<file path="src/rtl/piano_pkg.sv">
// Shared types and constants for the piano song sequencer.
package piano_pkg;

  // Note codes as stored in the RAM word and driven on play_note.
  typedef enum logic [1:0] {
    NOTE_NONE = 2'b00,
    NOTE_DO   = 2'b01,
    NOTE_RE   = 2'b10,
    NOTE_MI   = 2'b11
  } note_e;

  // Sequencer control states.
  typedef enum logic [2:0] {
    ST_IDLE       = 3'd0,
    ST_REC_WAIT   = 3'd1,
    ST_REC_HOLD   = 3'd2,
    ST_REC_WRITE  = 3'd3,
    ST_PLAY_FETCH = 3'd4,
    ST_PLAY_LOAD  = 3'd5,
    ST_PLAY_WAIT  = 3'd6,
    ST_PLAY_SOUND = 3'd7
  } state_e;

  // RAM word layout at the default 13-bit time width: {note, start, duration}.
  localparam int unsigned WORD_NOTE_HI  = 27;
  localparam int unsigned WORD_NOTE_LO  = 26;
  localparam int unsigned WORD_START_HI = 25;
  localparam int unsigned WORD_START_LO = 13;
  localparam int unsigned WORD_DUR_HI   = 12;
  localparam int unsigned WORD_DUR_LO   = 0;

  // Key bits are [2] do, [1] re, [0] mi; do wins over re wins over mi.
  function automatic note_e key_to_note(input logic [2:0] keys);
    note_e n;
    n = NOTE_NONE;
    if (keys[2])      n = NOTE_DO;
    else if (keys[1]) n = NOTE_RE;
    else if (keys[0]) n = NOTE_MI;
    return n;
  endfunction

  // Level of the single key that corresponds to a latched note.
  function automatic logic note_key_held(input note_e note, input logic [2:0] keys);
    logic held;
    held = 1'b0;
    case (note)
      NOTE_DO: held = keys[2];
      NOTE_RE: held = keys[1];
      NOTE_MI: held = keys[0];
      default: held = 1'b0;
    endcase
    return held;
  endfunction

endpackage

</file>
<file path="src/rtl/song_timer.sv">
// Song timer: counts ticks while enabled, clears on session start,
// saturates at all-ones.
module song_timer #(
  parameter int unsigned TIME_W = 13
) (
  input  logic              i_clk,
  input  logic              i_rst,
  input  logic              i_clear,
  input  logic              i_enable,
  input  logic              i_tick,
  output logic [TIME_W-1:0] o_time
);

  logic [TIME_W-1:0] r_time;

  // Tick counter with clear priority and saturation.
  always_ff @(posedge i_clk or posedge i_rst) begin
    if (i_rst) begin
      r_time <= '0;
    end else if (i_clear) begin
      r_time <= '0;
    end else if (i_enable && i_tick && (r_time != '1)) begin
      r_time <= r_time + TIME_W'(1);
    end
  end

  assign o_time = r_time;

endmodule

</file>
<file path="src/rtl/song_sequencer.sv">
// Record/playback controller for the note RAM. Records {note, start, duration}
// entries against the song timer and replays them in order.
module song_sequencer
  import piano_pkg::*;
#(
  parameter int unsigned ADDR_W = 13,
  parameter int unsigned TIME_W = 13
) (
  input  logic                  clock,
  input  logic                  reset,
  input  logic                  tick,
  input  logic                  mode,
  input  logic                  start,
  input  logic                  stop,
  input  logic [2:0]            key_down,
  output logic [ADDR_W-1:0]     ram_addr,
  output logic                  ram_wren,
  output logic [2+2*TIME_W-1:0] ram_wdata,
  input  logic [2+2*TIME_W-1:0] ram_q,
  output logic [1:0]            play_note,
  output logic                  busy,
  output logic [ADDR_W-1:0]     entry_count,
  output logic                  full
);

  localparam int unsigned WORD_W = 2 + 2*TIME_W;
  localparam logic [ADDR_W-1:0] ENTRY_MAX = '1;

  state_e              r_state;
  state_e              w_state_next;

  logic [TIME_W-1:0]   w_time;
  logic                w_start_go;
  logic                w_timer_en;

  // Record-side latches
  note_e               r_note;
  logic [TIME_W-1:0]   r_start_time;
  logic [TIME_W-1:0]   w_duration;
  logic                w_any_key;
  logic                w_held;

  // Play-side registers
  note_e               r_cur_note;
  logic [TIME_W-1:0]   r_cur_start;
  logic [TIME_W-1:0]   r_cur_dur;
  logic [TIME_W-1:0]   r_remain;
  logic [ADDR_W-1:0]   r_idx;
  logic [ADDR_W-1:0]   w_idx_inc;
  logic                w_last;
  logic                w_at_start;

  // Registered outputs and their next values
  logic [ADDR_W-1:0]   r_ram_addr,    w_ram_addr_next;
  logic                r_ram_wren,    w_ram_wren_next;
  logic [WORD_W-1:0]   r_ram_wdata,   w_ram_wdata_next;
  note_e               r_play_note,   w_play_note_next;
  logic                r_busy,        w_busy_next;
  logic [ADDR_W-1:0]   r_entry_count, w_entry_count_next;
  logic                r_full;
  logic [ADDR_W-1:0]   w_idx_next;

  assign w_start_go = (r_state == ST_IDLE) && start && !stop;
  assign w_timer_en = (r_state != ST_IDLE);

  song_timer #(.TIME_W(TIME_W)) u_timer (
    .i_clk    (clock),
    .i_rst    (reset),
    .i_clear  (w_start_go),
    .i_enable (w_timer_en),
    .i_tick   (tick),
    .o_time   (w_time)
  );

  assign w_any_key  = |key_down;
  assign w_held     = note_key_held(r_note, key_down);
  assign w_duration = w_time - r_start_time;
  assign w_idx_inc  = r_idx + ADDR_W'(1);
  assign w_last     = (w_idx_inc == r_entry_count);
  assign w_at_start = (w_time >= r_cur_start);

  // State register.
  always_ff @(posedge clock or posedge reset) begin
    if (reset) r_state <= ST_IDLE;
    else       r_state <= w_state_next;
  end

  // Next-state logic; stop overrides everything, including start.
  always_comb begin
    w_state_next = r_state;
    if (stop) begin
      w_state_next = ST_IDLE;
    end else begin
      case (r_state)
        ST_IDLE: begin
          if (start) begin
            if (!mode)                      w_state_next = ST_REC_WAIT;
            else if (r_entry_count != '0)   w_state_next = ST_PLAY_FETCH;
          end
        end
        ST_REC_WAIT:   if (w_any_key && !r_full) w_state_next = ST_REC_HOLD;
        ST_REC_HOLD:   if (!w_held)              w_state_next = ST_REC_WRITE;
        ST_REC_WRITE:  w_state_next = ST_REC_WAIT;
        ST_PLAY_FETCH: w_state_next = ST_PLAY_LOAD;
        ST_PLAY_LOAD:  w_state_next = ST_PLAY_WAIT;
        ST_PLAY_WAIT: begin
          if (w_at_start) begin
            if (r_cur_dur != '0) w_state_next = ST_PLAY_SOUND;
            else                 w_state_next = w_last ? ST_IDLE : ST_PLAY_FETCH;
          end
        end
        ST_PLAY_SOUND: begin
          // Leaving on the tick that takes remain from 1 to 0 keeps the
          // note length exact instead of adding an idle cycle at zero.
          if (tick && (r_remain == TIME_W'(1)))
            w_state_next = w_last ? ST_IDLE : ST_PLAY_FETCH;
        end
        default: w_state_next = ST_IDLE;
      endcase
    end
  end

  // Output and datapath next values, derived from the upcoming state so
  // every output can be registered without adding latency.
  always_comb begin
    w_ram_addr_next    = r_ram_addr;
    w_ram_wdata_next   = r_ram_wdata;
    w_ram_wren_next    = 1'b0;
    w_play_note_next   = NOTE_NONE;
    w_busy_next        = (w_state_next != ST_IDLE);
    w_idx_next         = r_idx;
    w_entry_count_next = r_entry_count;

    if (r_state == ST_REC_WRITE)
      w_entry_count_next = r_entry_count + ADDR_W'(1);
    else if (w_start_go && !mode)
      w_entry_count_next = '0;

    if (w_state_next == ST_PLAY_FETCH)
      w_idx_next = (r_state == ST_IDLE) ? '0 : w_idx_inc;

    case (w_state_next)
      ST_REC_WRITE: begin
        w_ram_wren_next  = 1'b1;
        w_ram_addr_next  = r_entry_count;
        w_ram_wdata_next = {r_note, r_start_time, w_duration};
      end
      ST_PLAY_FETCH: w_ram_addr_next  = w_idx_next;
      ST_PLAY_SOUND: w_play_note_next = r_cur_note;
      default: ;
    endcase
  end

  // Registered outputs and counters.
  always_ff @(posedge clock or posedge reset) begin
    if (reset) begin
      r_ram_addr    <= '0;
      r_ram_wren    <= 1'b0;
      r_ram_wdata   <= '0;
      r_play_note   <= NOTE_NONE;
      r_busy        <= 1'b0;
      r_entry_count <= '0;
      r_full        <= 1'b0;
      r_idx         <= '0;
    end else begin
      r_ram_addr    <= w_ram_addr_next;
      r_ram_wren    <= w_ram_wren_next;
      r_ram_wdata   <= w_ram_wdata_next;
      r_play_note   <= w_play_note_next;
      r_busy        <= w_busy_next;
      r_entry_count <= w_entry_count_next;
      r_full        <= (w_entry_count_next == ENTRY_MAX);
      r_idx         <= w_idx_next;
    end
  end

  // Record latches, fetched entry and playback countdown.
  always_ff @(posedge clock or posedge reset) begin
    if (reset) begin
      r_note       <= NOTE_NONE;
      r_start_time <= '0;
      r_cur_note   <= NOTE_NONE;
      r_cur_start  <= '0;
      r_cur_dur    <= '0;
      r_remain     <= '0;
    end else begin
      if ((r_state == ST_REC_WAIT) && (w_state_next == ST_REC_HOLD)) begin
        r_note       <= key_to_note(key_down);
        r_start_time <= w_time;
      end
      if (r_state == ST_PLAY_LOAD) begin
        r_cur_note  <= note_e'(ram_q[WORD_W-1 -: 2]);
        r_cur_start <= ram_q[2*TIME_W-1 -: TIME_W];
        r_cur_dur   <= ram_q[TIME_W-1:0];
      end
      if ((r_state == ST_PLAY_WAIT) && (w_state_next == ST_PLAY_SOUND))
        r_remain <= r_cur_dur;
      else if ((r_state == ST_PLAY_SOUND) && tick)
        r_remain <= r_remain - TIME_W'(1);
    end
  end

  assign ram_addr    = r_ram_addr;
  assign ram_wren    = r_ram_wren;
  assign ram_wdata   = r_ram_wdata;
  assign play_note   = r_play_note;
  assign busy        = r_busy;
  assign entry_count = r_entry_count;
  assign full        = r_full;

endmodule

</file>
<file path="config.mk">
export PLATFORM = sky130hd
export DESIGN_NAME = song_sequencer
export DESIGN_NICKNAME = d
export VERILOG_FILES = /design/src/rtl/piano_pkg.sv /design/src/rtl/song_timer.sv /design/src/rtl/song_sequencer.sv
export SDC_FILE = /design/constraint.sdc
export NUM_CORES = 1
export LEC_CHECK = 0
export CORE_MARGIN = 3
export CORE_UTILIZATION = 35
export DETAILED_ROUTE_END_ITERATION = 8
export PLACE_DENSITY = 0.56
export SETUP_SLACK_MARGIN = 0.1
export SLEW_MARGIN = 10
export SYNTH_ARGS = -nofsm -noshare
export SYNTH_HDL_FRONTEND = slang
export SYNTH_HIERARCHICAL = 1
export SYNTH_SLANG_ARGS = --single-unit
</file>
<file path="constraint.sdc">
create_clock -name clock -period 9.5 [get_ports clock]
set_clock_uncertainty 0.05 [all_clocks]
set_input_delay 0.95 -clock clock [delete_from_list [all_inputs] [get_ports clock]]
set_output_delay 0.95 -clock clock [all_outputs]
set_load 0.02 [all_outputs]
</file>
### After elaboration in Yosys (flattened, before gate mapping)

Index checks and enable logic that the tools add are counted.

| storage, ports and cells | value |
|---|---|
| register bits | 144 |
| input port bits | 37 |
| logic and storage cells | 88 |

| operators by class | value |
|---|---|
| add/subtract/negate cells | 5 |
| $lt $le $gt $ge | 1 |
| equal/unequal tests | 18 |
| muxes and demuxes | 26 |
| reductions and logical operators | 22 |

Operators by type and width:

| cell | count |
|---|---|
| two-way mux 13 bit | 8 |
| adder 13 x 1 -> 13 bit (second input constant) | 3 |
| two-way mux 3 bit | 10 |
| one-hot mux 13 bit (2 select lines) | 1 |
| nonzero test 13 bit | 2 |
| one-hot mux 3 bit (8 select lines) | 1 |
| equality test 3 bit (second input constant) | 6 |
| equality test 13 x 1 -> 1 bit (second input constant) | 1 |
| equality test 13 bit | 1 |
| equality test 13 bit (second input constant) | 1 |
| greater-or-equal comparator 13 bit | 1 |
| != test 13 bit (second input constant) | 1 |
| subtractor 13 x 1 -> 13 bit (second input constant) | 1 |
| subtractor 13 bit | 1 |
| equality test 3 x 2 -> 1 bit (second input constant) | 4 |
| logical AND 1 bit | 10 |
| two-way mux 2 bit | 4 |
| nonzero test 2 bit | 3 |
| nonzero test 3 bit | 2 |
| equality test 2 bit (second input constant) | 2 |
| equality test 3 x 1 -> 1 bit (second input constant) | 1 |
| zero test 1 bit | 3 |
| zero test 3 bit | 1 |
| one-hot mux 1 bit (3 select lines) | 1 |
| other kinds (3) | 3 |

### Logic depth before layout (Yosys ltp)

| logic depth | value |
|---|---|
| depth after elaboration | 10 |
| mapped depth | 12 |

### By module

The synthesis kept the hierarchy.

Modules (own cells, without submodules):

| module | instances | cells an instance | area an instance (um^2) | seq. area each (um^2) |
|---|---|---|---|---|
| song_sequencer | 1 | 746 | 7313.3 | 3278.1 |
| song_timer | 1 | 74 | 729.4 | 325.3 |

### Least setup slack after synthesis

OpenSTA, ideal clock, no wires.

| timing | value |
|---|---|
| path type | input to register |
| start point | input key_down[0] |
| end point | register r_ram_addr[4] (netlist: ram_addr[4]) |
| library setup time | 0.126 ns |
| data arrival time | 2.814 ns |
| data required time | 9.324 ns |
| path slack | 6.510 ns |
| cell stages on the path | 9 |
| path buffers | 1 |
| path through | nor3_1 -> o31ai_1 -> a21bo_2 -> a211oi_2 -> o211a_1 -> nand3_1 -> and2_4 -> buf_6 -> a221o_1 |

| between the ends | value |
|---|---|
| word-level cells in the longest chain between the ends | 8 |
| elaborated cells on any way between the ends | 12 |
| classes of those cells | 2 x eq/ne; 7 x mux; 3 x reduce/logical |

RTL lines:

| item | RTL line | RTL |
|---|---|---|
| start, declared | song_sequencer.sv:15 | `input logic [2:0] key_down,` |
| OR reduction 3 bit | song_sequencer.sv:75 | `assign w_any_key = \|key_down;` |
| logical AND 1 bit | song_sequencer.sv:101 | `ST_REC_WAIT: if (w_any_key && !r_full) w_state_next = ST_REC_HOLD;` |
| two-way mux 3 bit | song_sequencer.sv:101 |  |
| one-hot mux 3 bit (8 select lines) * | song_sequencer.sv:94 | `case (r_state)` |
| two-way mux 3 bit * | song_sequencer.sv:91 | `if (stop) begin` |
| equality test 3 bit | song_sequencer.sv:139, song_sequencer.sv:142 |  |
| two-way mux 13 bit | song_sequencer.sv:139 | `if (w_state_next == ST_PLAY_FETCH)` |
| one-hot mux 13 bit (2 select lines) | song_sequencer.sv:142 | `case (w_state_next)` |
| end signal, assigned | song_sequencer.sv:166 | `r_ram_addr <= w_ram_addr_next;` |
| end, declared | song_sequencer.sv:54 | `logic [ADDR_W-1:0] r_ram_addr, w_ram_addr_next;` |

Every way passes the cells marked *; elsewhere a longest branch is shown, timed or not.
A chain may end at the register's enable or synchronous reset.

### Worst setup path after layout

| timing | value |
|---|---|
| start point | register r_idx[0] |
| end point | register r_ram_addr[4] (netlist: ram_addr[4]) |

| between the ends | value |
|---|---|
| word-level cells in the longest chain between the ends | 10 |
| elaborated cells on any way between the ends | 14 |
| classes of those cells | 1 x add/sub; 3 x eq/ne; 9 x mux; 1 x reduce/logical |

RTL lines:

| item | RTL line | RTL |
|---|---|---|
| start, declared | song_sequencer.sv:48 | `logic [ADDR_W-1:0] r_idx;` |
| start signal, assigned | song_sequencer.sv:173 | `r_idx <= w_idx_next;` |
| adder 13 x 1 -> 13 bit * | song_sequencer.sv:78 | `assign w_idx_inc = r_idx + ADDR_W'(1);` |
| equality test 13 bit | song_sequencer.sv:79 | `assign w_last = (w_idx_inc == r_entry_count);` |
| two-way mux 3 bit | song_sequencer.sv:109, song_sequencer.sv:116 |  |
| two-way mux 3 bit | song_sequencer.sv:108 | `if (r_cur_dur != '0) w_state_next = ST_PLAY_SOUND;` |
| two-way mux 3 bit | song_sequencer.sv:107 | `if (w_at_start) begin` |
| one-hot mux 3 bit (8 select lines) | song_sequencer.sv:94 |  |
| two-way mux 3 bit | song_sequencer.sv:91 |  |
| equality test 3 bit | song_sequencer.sv:139, song_sequencer.sv:142 |  |
| two-way mux 13 bit | song_sequencer.sv:139 |  |
| one-hot mux 13 bit (2 select lines) | song_sequencer.sv:142 |  |

Marked as above.

==> out/results.tsv <==
stage	metric	value	unit
floorplanning	num_rows	54	
power_and_ir_drop	ir_drop	0.154	mV
synthesis	avgSynthCellArea	9.81	um2
clocking	cts_buffers	17	
synthesis	synth.net_count	889	
floorplanning	die-area	0.0248	mm2
min_path	min_path_type	reg -> reg	
sta	relSlewSlack	23.0	%
clocking	cts_setup_buffers	0	
floorplanning	die_w	158	um
critical_path	worst-path-max-fanout	15	
global_routing	grt_use_met3	3.64	%
synthesis	yosys-top-cells-area	dfrtp_1 45%, o21ai_0 5.0%, ha_1 4.8%, mux2_2 4.5%, nand2_1 4.4%	
sta	slew_viol_final	0	
clocking	postCtsHoldBufs	0	
critical_path	end_kind	flip-flop	
layout	multi_input_area	0.00406	mm2
synthesis	synth.most_common_cell	dfrtp_1	
route	first_pass_iters	4	
critical_path	worstPathArrival	3970	ps
power_and_ir_drop	p_total	0.00294	W
synthesis	netlist_area	0.00804	mm2
layout	area.growth.synth_to_final	22.1	%
sta	worstMarginPinSlew	1150	ps
status	status	completed	
global_routing	grt_use_met1	25.3	%
place	postPlaceCellArea	0.00922	mm2
synthesis	synthTopCellsByCount	144 x dfrtp_1, 95 x nand2_1, 80 x o21ai_0	
synthesis	yosys.area.top_type_share	44.8	%
clocking	root_buffer	clkbuf_16	
floorplanning	core-area	0.0222	mm2
synthesis	async_flop_share	100	%
layout	num_antenna_cells	0	
global_routing	grt_max_degree	78	
layout	fill_cells	2118	
sta	setup_viol	0	
floorplanning	die_h	158	um
synthesis	yosysTopAreaCell	dfrtp_1	
global_routing	antenna_found_initial	0	
run	drv_cap	0	
critical_path	cp-start-kind	flip-flop	
clocking	clk_pin_slew_worst_paths	60	ps
sta	hold_violations	0	
route	routed_wl	20100	um
critical_path	critPathKind	reg -> reg	
route	avgRoutedWirePerCell	16.8	um
synthesis	synthFlopType	dfrtp_1	
sta	rsz0062_at_grt	no	
layout	nNetsFinal	969	
place	port_buffers	95	
global_routing	grt_pass1_vias	6078	
floorplanning	io_pins	96	
clocking	tritoncts	yes	
clocking	clock_sinks	144	
power_and_ir_drop	power.density	299	mW/mm2
place	hpwlAfterDp	14800	um
route	via_count	6168	
critical_path	worst_ep_required_time	9750	ps
synthesis	yosys_warnings	6	
layout	drive_above_1_share	12.0	%
global_routing	grt_overflow	0	
place	place.gp.congestion	0.862	
synthesis	yosys_register_bits	144	
sta	timing.final.ws_setup	5780	ps
sta	layout_min_cycle_time	3720	ps
route	vias_per_cell	5.17	
sta	fmax	269	MHz
power_and_ir_drop	p_leak	4.20	nW
global_routing	busiest_layer	met1	
global_routing	grt_pass1_wl	33100	um
clocking	clockBufferDepth	2	
global_routing	grtUsageTotal	16.8	%
synthesis	ys_seq_area_share	44.8	%
route	drc	0	
route	antenna_left	0	
sta	tns	0	ps
clocking	clk_latency	430	ps
place	place_ws	5340	ps
route	drt_iter0_markers	392	
synthesis	yosys.cell_types.count	87	
clocking	post_cts.resized_instances	0	
synthesis	synth-edff-count	0	
clocking	cts_max_level	4	
layout	seq_area	0.00360	mm2
floorplanning	initial_utilization	36.2	%
synthesis	synthCells	820	
sta	period_share	39.1	%
global_routing	gr-usage-met2	24.0	%
layout	fin_area	0.00982	mm2
power by group:
group	switching [W]	internal [W]	total, W
Clock	0.000279	0.000407	0.000686
Sequential	0.000202	0.000826	0.00103
Combinational	0.000657	0.000567	0.00122
Total	0.00114	0.00180	0.00294
layout by cell type (no fill, tap or decap), types with 9 or more instances in the layout:
cell type        Yosys  layout
a21oi_1             30      29
a221o_1             13      13
clkbuf_16            0      17
clkdlybuf4s50_1      0      95
dfrtp_1            144     144
ha_1                31      31
inv_1               55      54
mux2_2              32      32
nand2_1             95      95
nand2b_1             9       9
nand3_1             20      19
nor2_1              56      56
nor3_1              13      13
o21ai_0             80      80
o31ai_1              9       9
or3_1               10      10
xnor2_1             32      32
xor2_1              12      12
layer usage:
layer  wire length (um)  up-vias
met1              10300     2954
met3               1090       20
met4                252        0
met2               8390      138
met5                  0        -
li1                   -     3056
critical path, cell delays in order (launching register included):
cell and delay (ps):
dfrtp_1 460, ha_1 330, and2_1 180, nand4_1 190
a2111oi_0 630, o211ai_1 240, o41a_1 400, o21ai_2 570
nor2_2 210, a221o_1 330
layout make-up:
cell class | instances | area share [%]
multi-input cells | 581 | 41.3
flip-flops and latches | 144 | 36.7
repair buffers | 100 | 10.1
clock buffers | 20 | 4.65
well taps | 280 | 3.57
inverters | 56 | 2.19
clock inverters | 12 | 1.50
path summary, 6_finish.rpt:
check                      cells past startpoint  slack, ps             end          start
max reg2reg                                    9       5780     ram_addr[4]       r_idx[0]
max in group asynchronous                      3       7130  entry_count[4]          reset
min reg2reg                                    2        430   ram_wdata[27]  ram_wdata[27]
min                                            2        430   ram_wdata[27]  ram_wdata[27]
max                                            9       5780     ram_addr[4]       r_idx[0]
min in group asynchronous                      2        890   ram_wdata[23]          reset
flip-flops by register name, indices dropped and copies added (netlist names):
| name | count |
|---|---|
| ram_wdata | 28 |
| entry_count | 13 |
| r_cur_dur | 13 |
| r_cur_start | 13 |
| r_idx | 13 |
| r_remain | 13 |
| r_start_time | 13 |
| ram_addr | 13 |
| u_timer/o_time | 13 |
| r_state | 3 |
| play_note | 2 |
| r_cur_note | 2 |
| r_note | 2 |
| busy | 1 |
| full | 1 |
| ram_wren | 1 |
through the flow:
step / hold WS [ps] / instances / utilization [%]
CTS: 433 / 1193 / 44.2
global route: 455 / 1193 / 44.2
floorplan: 416 / 820 / -
detailed placement: 418 / 1161 / 41.5
finish: 430 / 1193 / 44.2
global placement: 413 / 1161 / 41.5
cell families after synthesis:
logic type                 count (synthesis)  share of synthesized area [%]
DFF                                      144                           44.8
xor gates and xnor gates                  46                           5.35
AOI/OAI and AO/OA                        187                           15.8
adders and majority gates                 32                           5.07
muxes                                     42                           5.87
buffers and inverters                     95                           4.92
and+or+nand+nor                          274                           18.2
Power figures use the tool's default switching activity.
==> variant (same settings) <==
Take the reset off `r_ram_addr` and `r_ram_wdata` and load them in a clocked block of their own.
--- a/src/rtl/song_sequencer.sv
+++ b/src/rtl/song_sequencer.sv
@@ -154,24 +154,25 @@
   // Registered outputs and counters.
   always_ff @(posedge clock or posedge reset) begin
     if (reset) begin
-      r_ram_addr    <= '0;
       r_ram_wren    <= 1'b0;
-      r_ram_wdata   <= '0;
       r_play_note   <= NOTE_NONE;
       r_busy        <= 1'b0;
       r_entry_count <= '0;
       r_full        <= 1'b0;
       r_idx         <= '0;
     end else begin
-      r_ram_addr    <= w_ram_addr_next;
       r_ram_wren    <= w_ram_wren_next;
-      r_ram_wdata   <= w_ram_wdata_next;
       r_play_note   <= w_play_note_next;
       r_busy        <= w_busy_next;
       r_entry_count <= w_entry_count_next;
       r_full        <= (w_entry_count_next == ENTRY_MAX);
       r_idx         <= w_idx_next;
     end
+  end
+
+  always_ff @(posedge clock) begin
+    r_ram_addr  <= w_ram_addr_next;
+    r_ram_wdata <= w_ram_wdata_next;
   end
 
   // Record latches, fetched entry and playback countdown.
Formal check against the unedited RTL: differs if reset is asserted again (counterexample within 4 cycles, from zero or initial values and one cycle with reset high); with reset held inactive, the same outputs for 10 cycles.
==> variant against the unedited design <==
Design area decreased by 2.9%; total power is 6.7% lower; wire length down 11%; setup slack got worse by 0.53 ns; fmax down 13%; area after synthesis shrank 3.8%; sequential cell count stayed put; sequential share of layout area is 3.2 points higher; count of clock-buffer cells in the layout grew 2.
==> variant: results (changes against the unedited design) <==
- Synth unique cells: 70 (-20%)
- H-tree depth: 4 (unchanged)
- Final nets: 898 (-7.3%)
- Sw power: 990 uW (-13%)
- Clock Latency Late Sink: 0.43 ns (about the same)
- Max reg flops: 28 (unchanged)
- Synth Flop Type: dfrtp_1
- Asr flop ratio synth: 71.5% (-28 points)
- Fillers: 2,051 (-3.2%)
- Global-route wire length before repair: 29,700 um (-10%)
- First DRT Iteration DRCs: 403 (+2.8%)
- GR Util met3: 3.81% (+0.17 points)
- IO Port Bufs: 95 (unchanged)
- CP max FO: 16 (+1)
- Overall Global Routing Usage: 15.5% (-1.4 points)
- Synth Net Count: 812 (-8.7%)
- Maximum vdd drop: 0.136 mV (-12%)
- Post-CTS sizing: 0 (unchanged)
- Top cells by area, synth: dfrtp_1 33%, edfxtp_1 16%, mux2_2 5.4%, ha_1 5.0%, xnor2_1 3.4%
- Clock tree buffer depth: 2 (unchanged)
- Largest net degree at the start of global routing: 59 (-24%)
- Status: finished, final reports clean
- Seq/Total Area, Yosys: 49.2% (+4.4 points)
- WL final: 17,900 um (-11%)
- Commonest cells post-synth: 103 x dfrtp_1, 64 x nand2_1, 60 x nor2_1
- Clk Tree Root Cell: clkbuf_16
- GR Layer Usage met1: 22.6% (-2.7 points)
- Initial antenna violation count: 1 (+1)
- CTS clk-pin slew, worst paths: 0.06 ns (about the same)
- TNS Setup: 0 ns (unchanged)
- Num CTS Buffers: 17 (unchanged)
- Post-DP HPWL: 12,900 um (-13%)
- Yosys warns: 6 (unchanged)
- Met2 usage: 22.3% (-1.7 points)
- Layout cell share with drive strength beyond 1: 12.1% (+0.066 points)
- Routed vias/inst: 5.08 (-1.7%)
- Post-CTS Setup Bufs: 0 (unchanged)
- Req. time, crit path: 9.47 ns (-0.28 ns)
- Gpl congestion: 0.826 (-4.1%)
- Hold crit path type: reg2reg
- Antenna Cells: 0 (unchanged)
- EDFF count, synth: 41 (+41)
- Pleak: 3.92 nW (-6.7%)
- First-pass DRT Iterations: 4 (unchanged)
- Worst rel slew slack: 29.7% (+6.7 points)
variant: cell families (layout without fill, tap and decap cells):
group,after synthesis,in the layout,share of synthesized area [%]
xor gates and xnor gates,47,47,5.32
AOI/OAI and AO/OA,140,140,11.9
DFF,144,144,49.2
adders and majority gates,32,32,5.27
and+or+nand+nor,243,243,16.0
muxes,54,54,7.78
buffers and inverters,83,182,4.46
variant: area by class of cell:
class | count | area (sq um) | share of cell area (%)
tap | 275 | 344 | 3.61
timing repair buffer | 102 | 1000 | 10.5
inverter | 48 | 181 | 1.90
sequential | 144 | 3810 | 39.9
multi-input combinational | 516 | 3600 | 37.8
clock buffer | 22 | 465 | 4.88
clock inverter | 10 | 130 | 1.36
variant: worst max-delay path: stages, from the launching register on:
cell,delay (ns)
dfrtp_1,0.44
ha_1,0.29
nand2_1,0.18
or4_1,0.62
xor2_1,0.22
o2111ai_1,0.12
nor2_1,0.14
and4b_1,0.64
or3_1,0.61
o21ai_1,0.54
variant: metrics by stage:
stage | setup WS, ns | cells | instance area, sq um
global route | 4.97 | 1117 | 9540
CTS | 5.26 | 1117 | 9540
finish | 5.25 | 1117 | 9540
floorplan | 5.53 | 743 | 7740
global placement | 5.12 | 1085 | 8940
detailed placement | 4.98 | 1085 | 8940
variant: final timing paths:
kind                                  start              end  slack (ns)  cells after the start
hold / removal             r_start_time[10]    ram_wdata[23]        0.40                      0
setup / recovery                   r_idx[0]      ram_addr[2]        5.25                      9
max in group asynchronous             reset      r_remain[1]        7.31                      3
hold reg to reg            r_start_time[10]    ram_wdata[23]        0.40                      0
setup reg to reg                   r_idx[0]      ram_addr[2]        5.25                      9
min in group asynchronous             reset  r_start_time[2]        0.87                      2
variant: power groups by stage:
stage | Combinational, mW | Clock, mW | Sequential [mW]
after floorplan | 0.634 | 0 | 1.10
after global placement | 1.02 | 0 | 1.05
after detailed placement | 1.03 | 0 | 1.06
after CTS | 1.03 | 0.696 | 1.05
after global routing | 1.13 | 0.721 | 1.08
final | 1.02 | 0.676 | 1.05
variant: layer usage:
layer / wire length (um) / vias to the layer above / share of wire (%)
li1: - / 2836 / -
met4: 315 / 2 / 1.8
met2: 7740 / 132 / 43
met5: 7 / - / 0.039
met3: 956 / 19 / 5.3
met1: 8890 / 2687 / 50
